## src/rtl/tap_recorder_if.sv

```systemverilog
// Recorder-side bundle: record control and tape-out bit in, tap memory write port and status out.
interface tap_recorder_if #(parameter int ADDR_W = 16);
   logic              rec;
   logic              tape_out;
   logic [ADDR_W-1:0] wr_address;
   logic [7:0]        wr_data;
   logic              wr_en;
   logic              busy;
   logic              full;
   logic [7:0]        block_count;
   logic [ADDR_W-1:0] tape_end;

   modport master (output rec, tape_out,
                   input  wr_address, wr_data, wr_en, busy, full, block_count, tape_end);
   modport slave  (input  rec, tape_out,
                   output wr_address, wr_data, wr_en, busy, full, block_count, tape_end);
endinterface

```

## src/rtl/tap_recorder.sv

```systemverilog
// Tape SAVE path: times tape-out half-periods, locks on pilot+sync, decodes bytes and
// writes a .TAP image (LE length header + data) into tap memory.
module tap_recorder #(
   parameter int ADDR_W      = 16,
   parameter int PILOT_MIN_T = 1900,
   parameter int PILOT_MAX_T = 2500,
   parameter int PILOT_COUNT = 256,
   parameter int SYNC_MAX_T  = 1000,
   parameter int BIT_SPLIT_T = 2565,
   parameter int TIMEOUT_T   = 350000
) (
   input  logic         clock,
   input  logic         reset,
   tap_recorder_if.slave bus
);
   localparam int CNT_W = $clog2(TIMEOUT_T + 1);
   localparam int PC_W  = $clog2(PILOT_COUNT + 1);
   localparam logic [ADDR_W:0] TOP = {1'b0, {ADDR_W{1'b1}}};

   typedef enum logic [2:0] {
      S_IDLE, S_SEEK, S_SYNC2, S_DATA_H1, S_DATA_H2, S_LEN_LO, S_LEN_HI, S_FULL
   } state_t;

   state_t            state_q, state_d;
   logic [2:0]        sync_q, sync_d;
   logic [CNT_W-1:0]  cnt_q, cnt_d, h1_q, h1_d;
   logic [PC_W-1:0]   pilot_q, pilot_d;
   logic [2:0]        bitcnt_q, bitcnt_d;
   logic [7:0]        shreg_q, shreg_d, byte_data_q, byte_data_d, blk_cnt_q, blk_cnt_d;
   logic [15:0]       len_q, len_d;
   logic [ADDR_W:0]   base_q, base_d;
   logic [ADDR_W-1:0] byte_addr_q, byte_addr_d;
   logic              byte_we_q, byte_we_d, full_q, full_d;

   logic              rec, tog, tmo, is_pilot, is_sync, bit_val, byte_done, blk_ovf;
   logic [ADDR_W:0]   byte_addr_w;
   logic [7:0]        byte_w;

   assign rec         = bus.rec;
   assign tog         = sync_q[2] ^ sync_q[1];
   // Fires once on the way to saturation; a coincident edge takes priority.
   assign tmo         = !tog && (cnt_q == CNT_W'(TIMEOUT_T - 1));
   assign is_pilot    = (cnt_q >= CNT_W'(PILOT_MIN_T)) && (cnt_q <= CNT_W'(PILOT_MAX_T));
   assign is_sync     = cnt_q <= CNT_W'(SYNC_MAX_T);
   assign bit_val     = ({1'b0, h1_q} + {1'b0, cnt_q}) > (CNT_W+1)'(BIT_SPLIT_T);
   assign byte_w      = {shreg_q[6:0], bit_val};
   assign byte_addr_w = base_q + (ADDR_W+1)'(2) + (ADDR_W+1)'(len_q);
   assign byte_done   = rec && (state_q == S_DATA_H2) && tog && (bitcnt_q == 3'd7);
   assign blk_ovf     = (base_q + (ADDR_W+1)'(2)) > TOP;

   always_ff @(posedge clock) begin
      if (reset) state_q <= S_IDLE;
      else       state_q <= state_d;
   end

   always_comb begin
      state_d = state_q;
      if (!rec && state_q != S_FULL) state_d = S_IDLE;
      else begin
         case (state_q)
            S_IDLE:    state_d = S_SEEK;
            S_SEEK:    if (tog && is_sync && pilot_q >= PC_W'(PILOT_COUNT)) state_d = S_SYNC2;
            S_SYNC2: begin
               if (tog)      state_d = !is_sync ? S_SEEK : (blk_ovf ? S_FULL : S_DATA_H1);
               else if (tmo) state_d = S_SEEK;
            end
            // full_q here means the top byte just went out: close the block.
            S_DATA_H1: begin
               if (full_q)   state_d = S_LEN_LO;
               else if (tog) state_d = S_DATA_H2;
               else if (tmo) state_d = (len_q != 16'd0) ? S_LEN_LO : S_SEEK;
            end
            S_DATA_H2: begin
               if (tog)      state_d = S_DATA_H1;
               else if (tmo) state_d = (len_q != 16'd0) ? S_LEN_LO : S_SEEK;
            end
            S_LEN_LO:  state_d = S_LEN_HI;
            S_LEN_HI:  state_d = full_q ? S_FULL : S_SEEK;
            default:   state_d = S_FULL;
         endcase
      end
   end

   always_comb begin
      sync_d      = {sync_q[1:0], bus.tape_out};
      cnt_d       = tog ? CNT_W'(1) : ((cnt_q == CNT_W'(TIMEOUT_T)) ? cnt_q : cnt_q + CNT_W'(1));
      h1_d        = h1_q;
      pilot_d     = '0;
      bitcnt_d    = bitcnt_q;
      shreg_d     = shreg_q;
      len_d       = len_q;
      base_d      = base_q;
      blk_cnt_d   = blk_cnt_q;
      full_d      = full_q;
      byte_we_d   = 1'b0;
      byte_addr_d = byte_addr_q;
      byte_data_d = byte_data_q;
      if (state_q == S_SEEK)
         pilot_d = !tog ? pilot_q :
                   (!is_pilot ? '0 : ((pilot_q == PC_W'(PILOT_COUNT)) ? pilot_q : pilot_q + PC_W'(1)));
      if (rec && state_q == S_SYNC2 && tog && is_sync) begin
         len_d    = '0;
         bitcnt_d = '0;
         if (blk_ovf) full_d = 1'b1;
      end
      if (state_q == S_DATA_H1 && tog) h1_d = cnt_q;
      if (state_q == S_DATA_H2 && tog) begin
         shreg_d  = byte_w;
         bitcnt_d = bitcnt_q + 3'd1;
      end
      if (byte_done) begin
         byte_we_d   = 1'b1;
         byte_addr_d = byte_addr_w[ADDR_W-1:0];
         byte_data_d = byte_w;
         len_d       = len_q + 16'd1;
         if (byte_addr_w == TOP) full_d = 1'b1;
      end
      if (rec && state_q == S_LEN_HI) begin
         base_d    = base_q + (ADDR_W+1)'(len_q) + (ADDR_W+1)'(2);
         blk_cnt_d = blk_cnt_q + 8'd1;
      end
   end

   always_ff @(posedge clock) begin
      if (reset) begin
         sync_q <= '0; cnt_q <= '0; h1_q <= '0; pilot_q <= '0; bitcnt_q <= '0;
         shreg_q <= '0; len_q <= '0; base_q <= '0; blk_cnt_q <= '0; full_q <= 1'b0;
         byte_we_q <= 1'b0; byte_addr_q <= '0; byte_data_q <= '0;
      end else begin
         sync_q <= sync_d; cnt_q <= cnt_d; h1_q <= h1_d; pilot_q <= pilot_d; bitcnt_q <= bitcnt_d;
         shreg_q <= shreg_d; len_q <= len_d; base_q <= base_d; blk_cnt_q <= blk_cnt_d; full_q <= full_d;
         byte_we_q <= byte_we_d; byte_addr_q <= byte_addr_d; byte_data_q <= byte_data_d;
      end
   end

   always_comb begin
      bus.wr_en      = byte_we_q;
      bus.wr_address = byte_addr_q;
      bus.wr_data    = byte_data_q;
      if (state_q == S_LEN_LO) begin
         bus.wr_en      = 1'b1;
         bus.wr_address = base_q[ADDR_W-1:0];
         bus.wr_data    = len_q[7:0];
      end else if (state_q == S_LEN_HI) begin
         bus.wr_en      = 1'b1;
         bus.wr_address = ADDR_W'(base_q + (ADDR_W+1)'(1));
         bus.wr_data    = len_q[15:8];
      end
      bus.busy        = (state_q == S_SYNC2) || (state_q == S_DATA_H1) || (state_q == S_DATA_H2) ||
                        (state_q == S_LEN_LO) || (state_q == S_LEN_HI);
      bus.full        = full_q;
      bus.block_count = blk_cnt_q;
      bus.tape_end    = base_q[ADDR_W-1:0];
   end
endmodule
```

## src/flat_wrapper.sv

```systemverilog
// flat-port wrapper written by rule: the top's interface ports become plain ports
module tap_recorder_flat 
#(
   parameter int ADDR_W      = 16,
   parameter int PILOT_MIN_T = 1900,
   parameter int PILOT_MAX_T = 2500,
   parameter int PILOT_COUNT = 256,
   parameter int SYNC_MAX_T  = 1000,
   parameter int BIT_SPLIT_T = 2565,
   parameter int TIMEOUT_T   = 350000
)
  (clock, reset, bus_rec, bus_tape_out, bus_wr_address, bus_wr_data, bus_wr_en, bus_busy, bus_full, bus_block_count, bus_tape_end);
  tap_recorder_if #(.ADDR_W(ADDR_W)) bus_i ();
  input  logic clock;
  input  logic reset;
  input wire logic [$bits(bus_i.rec)-1:0] bus_rec;
  input wire logic [$bits(bus_i.tape_out)-1:0] bus_tape_out;
  output wire logic [$bits(bus_i.wr_address)-1:0] bus_wr_address;
  output wire logic [$bits(bus_i.wr_data)-1:0] bus_wr_data;
  output wire logic [$bits(bus_i.wr_en)-1:0] bus_wr_en;
  output wire logic [$bits(bus_i.busy)-1:0] bus_busy;
  output wire logic [$bits(bus_i.full)-1:0] bus_full;
  output wire logic [$bits(bus_i.block_count)-1:0] bus_block_count;
  output wire logic [$bits(bus_i.tape_end)-1:0] bus_tape_end;
  assign bus_i.rec = bus_rec;
  assign bus_i.tape_out = bus_tape_out;
  assign bus_wr_address = bus_i.wr_address;
  assign bus_wr_data = bus_i.wr_data;
  assign bus_wr_en = bus_i.wr_en;
  assign bus_busy = bus_i.busy;
  assign bus_full = bus_i.full;
  assign bus_block_count = bus_i.block_count;
  assign bus_tape_end = bus_i.tape_end;
  tap_recorder #(.ADDR_W(ADDR_W), .PILOT_MIN_T(PILOT_MIN_T), .PILOT_MAX_T(PILOT_MAX_T), .PILOT_COUNT(PILOT_COUNT), .SYNC_MAX_T(SYNC_MAX_T), .BIT_SPLIT_T(BIT_SPLIT_T), .TIMEOUT_T(TIMEOUT_T)) u_core (.clock(clock), .reset(reset), .bus(bus_i));
endmodule
```

## config.mk

```make
export PLATFORM = sky130hd
export DESIGN_NAME = tap_recorder_flat
export DESIGN_NICKNAME = d
export VERILOG_FILES = /design/src/rtl/tap_recorder_if.sv /design/src/rtl/tap_recorder.sv /design/src/flat_wrapper.sv
export SDC_FILE = /design/constraint.sdc
export NUM_CORES = 1
export LEC_CHECK = 0
export BUFFER_PORTS_ARGS = -buffer_cell sky130_fd_sc_hd__clkbuf_2
export CAP_MARGIN = 20
export CORE_MARGIN = 2
export CORE_UTILIZATION = 64
export CTS_BUF_LIST = sky130_fd_sc_hd__clkbuf_4
export CTS_CLUSTER_DIAMETER = 200
export DETAILED_ROUTE_END_ITERATION = 12
export MAX_ROUTING_LAYER = met4
export PLACE_DENSITY = 0.83
export SLEW_MARGIN = 30
export SYNTH_ARGS = -nofsm -noshare
export SYNTH_HDL_FRONTEND = slang
export SYNTH_SLANG_ARGS = --single-unit
```

## constraint.sdc

```tcl
create_clock -name clock -period 4.1 [get_ports clock]
set_input_delay 1.23 -clock clock [delete_from_list [all_inputs] [get_ports clock]]
set_output_delay 1.23 -clock clock [all_outputs]
set_load 0.1 [all_outputs]
```

==> impl_metrics.yaml, run 1 <==
routing:
  wl_microns: 25800
  drtPass1Iterations: 5
  vias_per_cell: 6.34
  drc: 0
  drtAntennaViolNets: 0
  num_vias: 9209
  first_iter_violations: 680
  wl_per_cell_microns: 17.7
die:
  ios: 55
  start_util: 0.649
  core-area_sq_mm: 0.0144
  die_w_microns: 125
  rows: 44
  die_area_sq_mm: 0.0155
  die_y_microns: 125
synth:
  synth_edf_count: 0
  ys.flop_type: "dfxtp_1"
  synth.net_count: 1337
  synth_compound_area_frac: 0.219
  synth_mux_area_frac: 0.00550
  synth-adder-area-share: 0.115
  synth-simple-area-share: 0.261
  synth_top_family_by_area: "simple AND/OR/NAND/NOR gates"
  syn-cell-area_sq_mm: 0.00932
  synth_cell_types: 73
  yosys_register_bits: 130
  avgSynthCellArea_sq_um: 7.46
  syn_inst: 1249
  async_reset_ff_frac: 0
  synth_xor_area_frac: 0.0675
  ys.warnings.count: 0
  seq_area_frac_synth: 0.279
min_path:
  hold_path_end: "u_core.h1_q[13]"
  hold_path.class: "flop to flop"
  hold_depth: 2
  worstHoldStart: "u_core.h1_q[13]"
critical_path:
  setup.worst_path.end_class: "output pin"
  reg2regPathDepth: 12
  worstReg2RegEnd: "u_core.bus.full"
  critPathRequiredTime_ps: 2870
  critPathBufInv: 1
  critPathArrivalTime_ps: 2690
  cp_cell_sequence: "and4_1 -> and3_1 -> nand2_1 -> o21ai_0 -> a21oi_1 -> a21oi_2 -> buf_12"
  crit_slowest_cell: "dfxtp_1"
  reg2reg_slack_ps: 580
  critical_path.top_delay_family: "simple AND/OR/NAND/NOR gates"
  max_stage_delay_ps: 640
  path_max_fanout: 12
  rr_startpoint: "u_core.base_q[2]"
  critPathLaunchType: "flop"
  worstSetupPathType: "flop to output pin"
place:
  gp_congestion: 0.973
  post-dp-hpwl_microns: 18700
  place_inst: 1421
  port-buffer-count: 54
timing:
  rsz0062_at_grt: "false"
  tightest_slew_ps: 933
  finalWorstPathRequiredPeriod_ps: 3920
  skew_ps: 20.5
  max_freq_mhz: 255
  setup_viol: 0
  drv_slew: 0
  hold_viol: 0
  fin_setup_tns_ps: 0
  slew-limit-headroom: 0.378
  period_share: 0.956
power:
  cellPowerDensity_mw_per_mm2: 223
  leakagePower_nw: 4.08
  p_total_mw: 2.27
  ir_worst_vdd_mv: 0.182
global_route:
  track_usage: 0.339
  grt_max_degree: 77
  grt_antenna_before_repair: 1
  grt_first_pass_wirelength_microns: 42200
  grt-ovfl-total: 0
  grt_pass1_vias: 8620
run_status:
  outcome: "finished, final reports clean"
clocking:
  hold_buffers: 0
  path_clk_slew_ps: 120
  cts_root_buf: "clkbuf_4"
  htree_levels: 4
  cts_max_path_buffers: 2
  cts_buffers: 17
  cts_tree: "done"
  clk_latency_ps: 550
  cts.sinks: 130
cells_and_area:
  layoutNonFillerInstCount: 1453
  area_growth_pct: 9.18
  final_nets: 1344
  num-fill-cells: 1213
  drive_gt1_frac: 0.0994
job:
  maxCapViolCount: 0
## kinds of logic after synthesis
family	after synthesis
AOI/OAI and AO/OA	331
buffers and inverters	112
muxes	5
and+or+nand+nor	516
DFF	130
xor gates and xnor gates	71
adders and majority gates	84
## cell usage after synthesis (6+ instances only)
library cell	number	share of area
ha_1	81	0.11
o31ai_1	6	0.0048
nor2b_1	18	0.012
xnor2_1	33	0.031
nand3b_1	7	0.0056
a311oi_1	6	0.0056
clkbuf_1	60	0.024
buf_4	16	0.013
a31oi_1	20	0.013
a21oi_1	143	0.077
nor4_1	13	0.0087
o21a_1	11	0.0089
nand4_1	18	0.012
o211ai_1	8	0.0064
o21ai_0	45	0.024
dfxtp_1	130	0.28
nor3_1	29	0.016
or3_1	7	0.0047
nand2b_1	14	0.0094
xor2_1	37	0.035
and3_1	19	0.013
a211oi_1	19	0.015
nand3_1	46	0.025
nand2_1	189	0.076
o22ai_1	11	0.0074
nor2_1	121	0.049
inv_1	31	0.012
a21o_1	17	0.014
## sequential cells by signal, summed over array words and instances (netlist names), 7 cells and up
register / flops
u_core.bus.block_count: 8
u_core.byte_addr_q: 16
u_core.shreg_q: 7
u_core.len_q: 16
u_core.byte_data_q: 8
u_core.cnt_q: 19
u_core.h1_q: 19
u_core.pilot_q: 9
u_core.base_q: 17
## worst max-delay path by stage
| stage | to | slack [ps] | startpoint | cells past startpoint |
|---|---|---|---|---|
| final | bus_wr_address[13] | 180 | u_core.base_q[7] | 7 |
| after CTS | bus_wr_address[7] | 150 | u_core.state_q[1] | 8 |
| after global routing | bus_wr_address[8] | 5 | u_core.base_q[3] | 7 |
| after floorplan | bus_wr_address[14] | 50 | u_core.base_q[3] | 7 |
| after global placement | u_core.bus.full | 750 | u_core.base_q[3] | 12 |
| after detailed placement | u_core.bus.full | 660 | u_core.base_q[2] | 12 |
## worst reg2reg max path, stage by stage (launching register included)
cell and delay, ps:
dfxtp_1 520, ha_1 370, nand2_1 160, xnor2_1 270, ha_1 310, a21oi_1 310
xor2_1 100, or4_1 410, nor4b_1 320, nand4_1 120, nor4_1 200, nand4_1 150
o31ai_2 190
## layer usage
layer  routed length (microns)  global-route usage  vias up
met5                         0                   -        -
met4                      1160               0.156        0
met3                      1560              0.0627       86
met2                     12300               0.560      359
met1                     10800               0.402     4289
li1                          -                   -     4475
## repair_timing
item / 4_1_cts / 5_1_grt
buffers inserted: 0 / 0
endpoints found under the setup margin: 0 / 5
endpoints found under the hold margin: 0 / 0
gates resized for setup: 0 / 2
## report_power, final
part / internal [mW] / switching, mW / leakage, nW / total, mW
clock network: 0.427 / 0.501 / 0.155 / 0.928
registers: 1.27 / 0.00884 / 1.05 / 1.28
logic: 0.0194 / 0.0503 / 2.88 / 0.0696
total: 1.71 / 0.560 / 4.08 / 2.27
## final cells by class
type | count | area [sq um] | share of cell area
inverter | 31 | 116 | 0.0114
antenna | 1 | 2.50 | 0.000246
multi-input combinational | 1007 | 6300 | 0.619
clock inverter | 13 | 158 | 0.0155
clock buffer | 18 | 135 | 0.0133
tap | 184 | 230 | 0.0226
sequential | 130 | 2600 | 0.256
timing repair buffer | 69 | 631 | 0.0620
## cell usage in the layout, fill, tap and decap left out, types with 12 or more instances in the layout
| master | synthesis | routed |
|---|---|---|
| nand2_1 | 189 | 189 |
| a21oi_1 | 143 | 139 |
| dfxtp_1 | 130 | 129 |
| nor2_1 | 121 | 121 |
| ha_1 | 81 | 81 |
| nand3_1 | 46 | 46 |
| o21ai_0 | 45 | 43 |
| xor2_1 | 37 | 37 |
| clkbuf_2 | 0 | 34 |
| xnor2_1 | 33 | 33 |
| inv_1 | 31 | 31 |
| nor3_1 | 29 | 29 |
| and3_1 | 19 | 19 |
| a211oi_1 | 19 | 19 |
| nand4_1 | 18 | 18 |
| nor2b_1 | 18 | 18 |
| clkbuf_4 | 0 | 18 |
| buf_4 | 16 | 18 |
| a21o_1 | 17 | 17 |
| buf_12 | 0 | 16 |
| nand2b_1 | 14 | 14 |
| nor4_1 | 13 | 13 |
| a31oi_1 | 20 | 12 |
## metrics by stage
stage          hold WS, ps  area, sq um   util  setup WS (ps)
2_1_floorplan          414         9390      -           51.5
3_3_place_gp           429         9880  0.688            749
3_5_place_dp           453         9880  0.688            664
4_1_cts                470        10200  0.708            145
5_1_grt                490        10200  0.708           5.31
6_report               468        10200  0.708            180
Note: power is estimated with default switching activity, not from simulation.
==> run 2, diff against run 1 <==
--- a/config.mk
+++ b/config.mk
@@ -7,6 +7,7 @@
 export LEC_CHECK = 0
 export BUFFER_PORTS_ARGS = -buffer_cell sky130_fd_sc_hd__clkbuf_2
 export CAP_MARGIN = 20
+export CORE_ASPECT_RATIO = 1.4
 export CORE_MARGIN = 2
 export CORE_UTILIZATION = 64
 export CTS_BUF_LIST = sky130_fd_sc_hd__clkbuf_4
==> run 2 against run 1 <==
  * Via count down 0.41%
  * Global-route usage down 0.93 points
  * Hold slack worse by 13 ps
  * Sequential power about the same
  * Worst setup slack better by 23 ps
  * Fmax up 0.59%
  * Wire length down 3.9%
  * Critical endpoint is now bus_wr_address[10]
  * Critical path type unchanged
  * Highest routed layer unchanged
  * Clock power up 2%
  * Non-clock buffer count down 2
==> impl_metrics.yaml, run 2 (synthesis gave the netlist of run 1 again) <==
cells_and_area:
  reg_top3: "u_core.cnt_q (19), u_core.h1_q (19), u_core.base_q (17)"
  finalInstanceArea_sq_mm: 0.0102
  drive_gt1_frac: 0.0994
  final_nets: 1342
  layout_common_cells: "nand2_1 (189), a21oi_1 (139), dfxtp_1 (127), nor2_1 (121), ha_1 (81)"
  layout_commonest_cell: "nand2_1"
  area_growth_pct: 9.46
  fin_util: 0.710
global_route:
  grtUsageMet3: 0.0484
  use_met1: 0.345
  grt-ovfl-total: 0
  grt_antenna_before_repair: 1
  use_met2: 0.594
  grt_pass1_vias: 8660
  grt_max_degree: 68
  track_usage: 0.330
  grt-busiest-layer: "met2"
  grt_first_pass_wirelength_microns: 40800
place:
  post-dp-hpwl_microns: 18300
  port-buffer-count: 54
  place_area_sq_mm: 0.00990
  gp_congestion: 0.938
die:
  die_area_sq_mm: 0.0156
  start_util: 0.648
  ios: 55
  core-area_sq_mm: 0.0144
  die_y_microns: 147
  die_w_microns: 106
  rows: 52
critical_path:
  critPathLaunchType: "flop"
  rr_startpoint: "u_core.base_q[2]"
  endpoint: "bus_wr_address[10]"
  path_max_fanout: 16
  reg2reg_slack_ps: 470
  worstSetupStartpoint: "u_core.state_q[2]"
  reg2regPathDepth: 12
  critPathArrivalTime_ps: 2670
  critPathRequiredTime_ps: 2870
  worstReg2RegEnd: "u_core.bus.full"
  worstSetupPathType: "flop to output pin"
  setup.worst_path.end_class: "output pin"
job:
  maxCapViolCount: 0
power:
  cellPowerDensity_mw_per_mm2: 224
  ir_worst_vdd_mv: 0.148
  leakagePower_nw: 4.08
timing:
  skew_ps: 32.7
  setup_viol: 0
  fin_setup_tns_ps: 0
  slew-limit-headroom: 0.470
  drv_slew: 0
  hold_viol: 0
  period_share: 0.950
  max_freq_mhz: 257
  rsz0062_at_grt: "false"
  tightest_slew_ps: 789
  finalWorstPathRequiredPeriod_ps: 3900
routing:
  wl_microns: 24800
  num_vias: 9171
  drtAntennaViolNets: 0
  drtPass1Iterations: 5
  vias_per_cell: 6.29
  drc: 0
  wl_per_cell_microns: 17.0
  first_iter_violations: 847
clocking:
  clk_latency_ps: 560
  htree_levels: 4
  cts_buffers: 17
  cts_tree: "done"
  path_clk_slew_ps: 110
  cts_resized: 0
  cts_max_path_buffers: 2
  hold_buffers: 0
  cts.sinks: 130
  cts_root_buf: "clkbuf_4"
  cts_setup_buffers: 0
run_status:
  outcome: "finished, final reports clean"
min_path:
  hold_path.class: "flop to flop"
==> run 2: per-layer routing <==
layer / part of all wire / up-vias / wire length [microns]
met5: 0 / - / 0
met4: 0.054 / 0 / 1330
met3: 0.052 / 102 / 1300
met2: 0.51 / 352 / 12600
met1: 0.38 / 4256 / 9490
li1: - / 4461 / -
==> run 2: per-stage QoR <==
step	hold slack, ps	instances	power, mW	setup slack [ps]
after detailed placement	427	1424	1.37	571
after global routing	486	1457	2.36	29.4
after CTS	459	1456	2.30	167
after floorplan	414	1249	1.36	51.5
after global placement	421	1424	1.37	727
final	455	1457	2.29	203
==> run 2: how the worst min path moves through the flow <==
stage,startpoint,end,slack [ps],depth (start not counted)
final,u_core.sync_q[0],u_core.sync_q[1],460,1
after global routing,u_core.shreg_q[2],u_core.shreg_q[3],490,2
after CTS,u_core.sync_q[0],u_core.sync_q[1],460,1
after detailed placement,u_core.sync_q[0],u_core.sync_q[1],430,1
after global placement,u_core.sync_q[0],u_core.sync_q[1],420,1
after floorplan,u_core.sync_q[0],u_core.sync_q[1],410,1
==> run 2: critical path, stage by stage (launching register included) <==
cell and delay (ps):
dfxtp_1 530, inv_1 120, nor2_1 210, nand2_1 420
buf_4 360, a21oi_1 270, buf_12 220
==> run 2: final cells by class <==
type,instances,area [sq um]
repair buffers,67,643
diodes,1,2.50
inverters,31,116
clock buffers,18,135
flip-flops and latches,130,2610
clock inverters,14,163
multi-input cells,1007,6300
fillers,1213,4180
well taps,189,236
==> run 2: power by group <==
group | switching (mW) | internal [mW]
logic | 0.0502 | 0.0191
registers | 0.00989 | 1.27
clock network | 0.516 | 0.427
total | 0.576 | 1.71
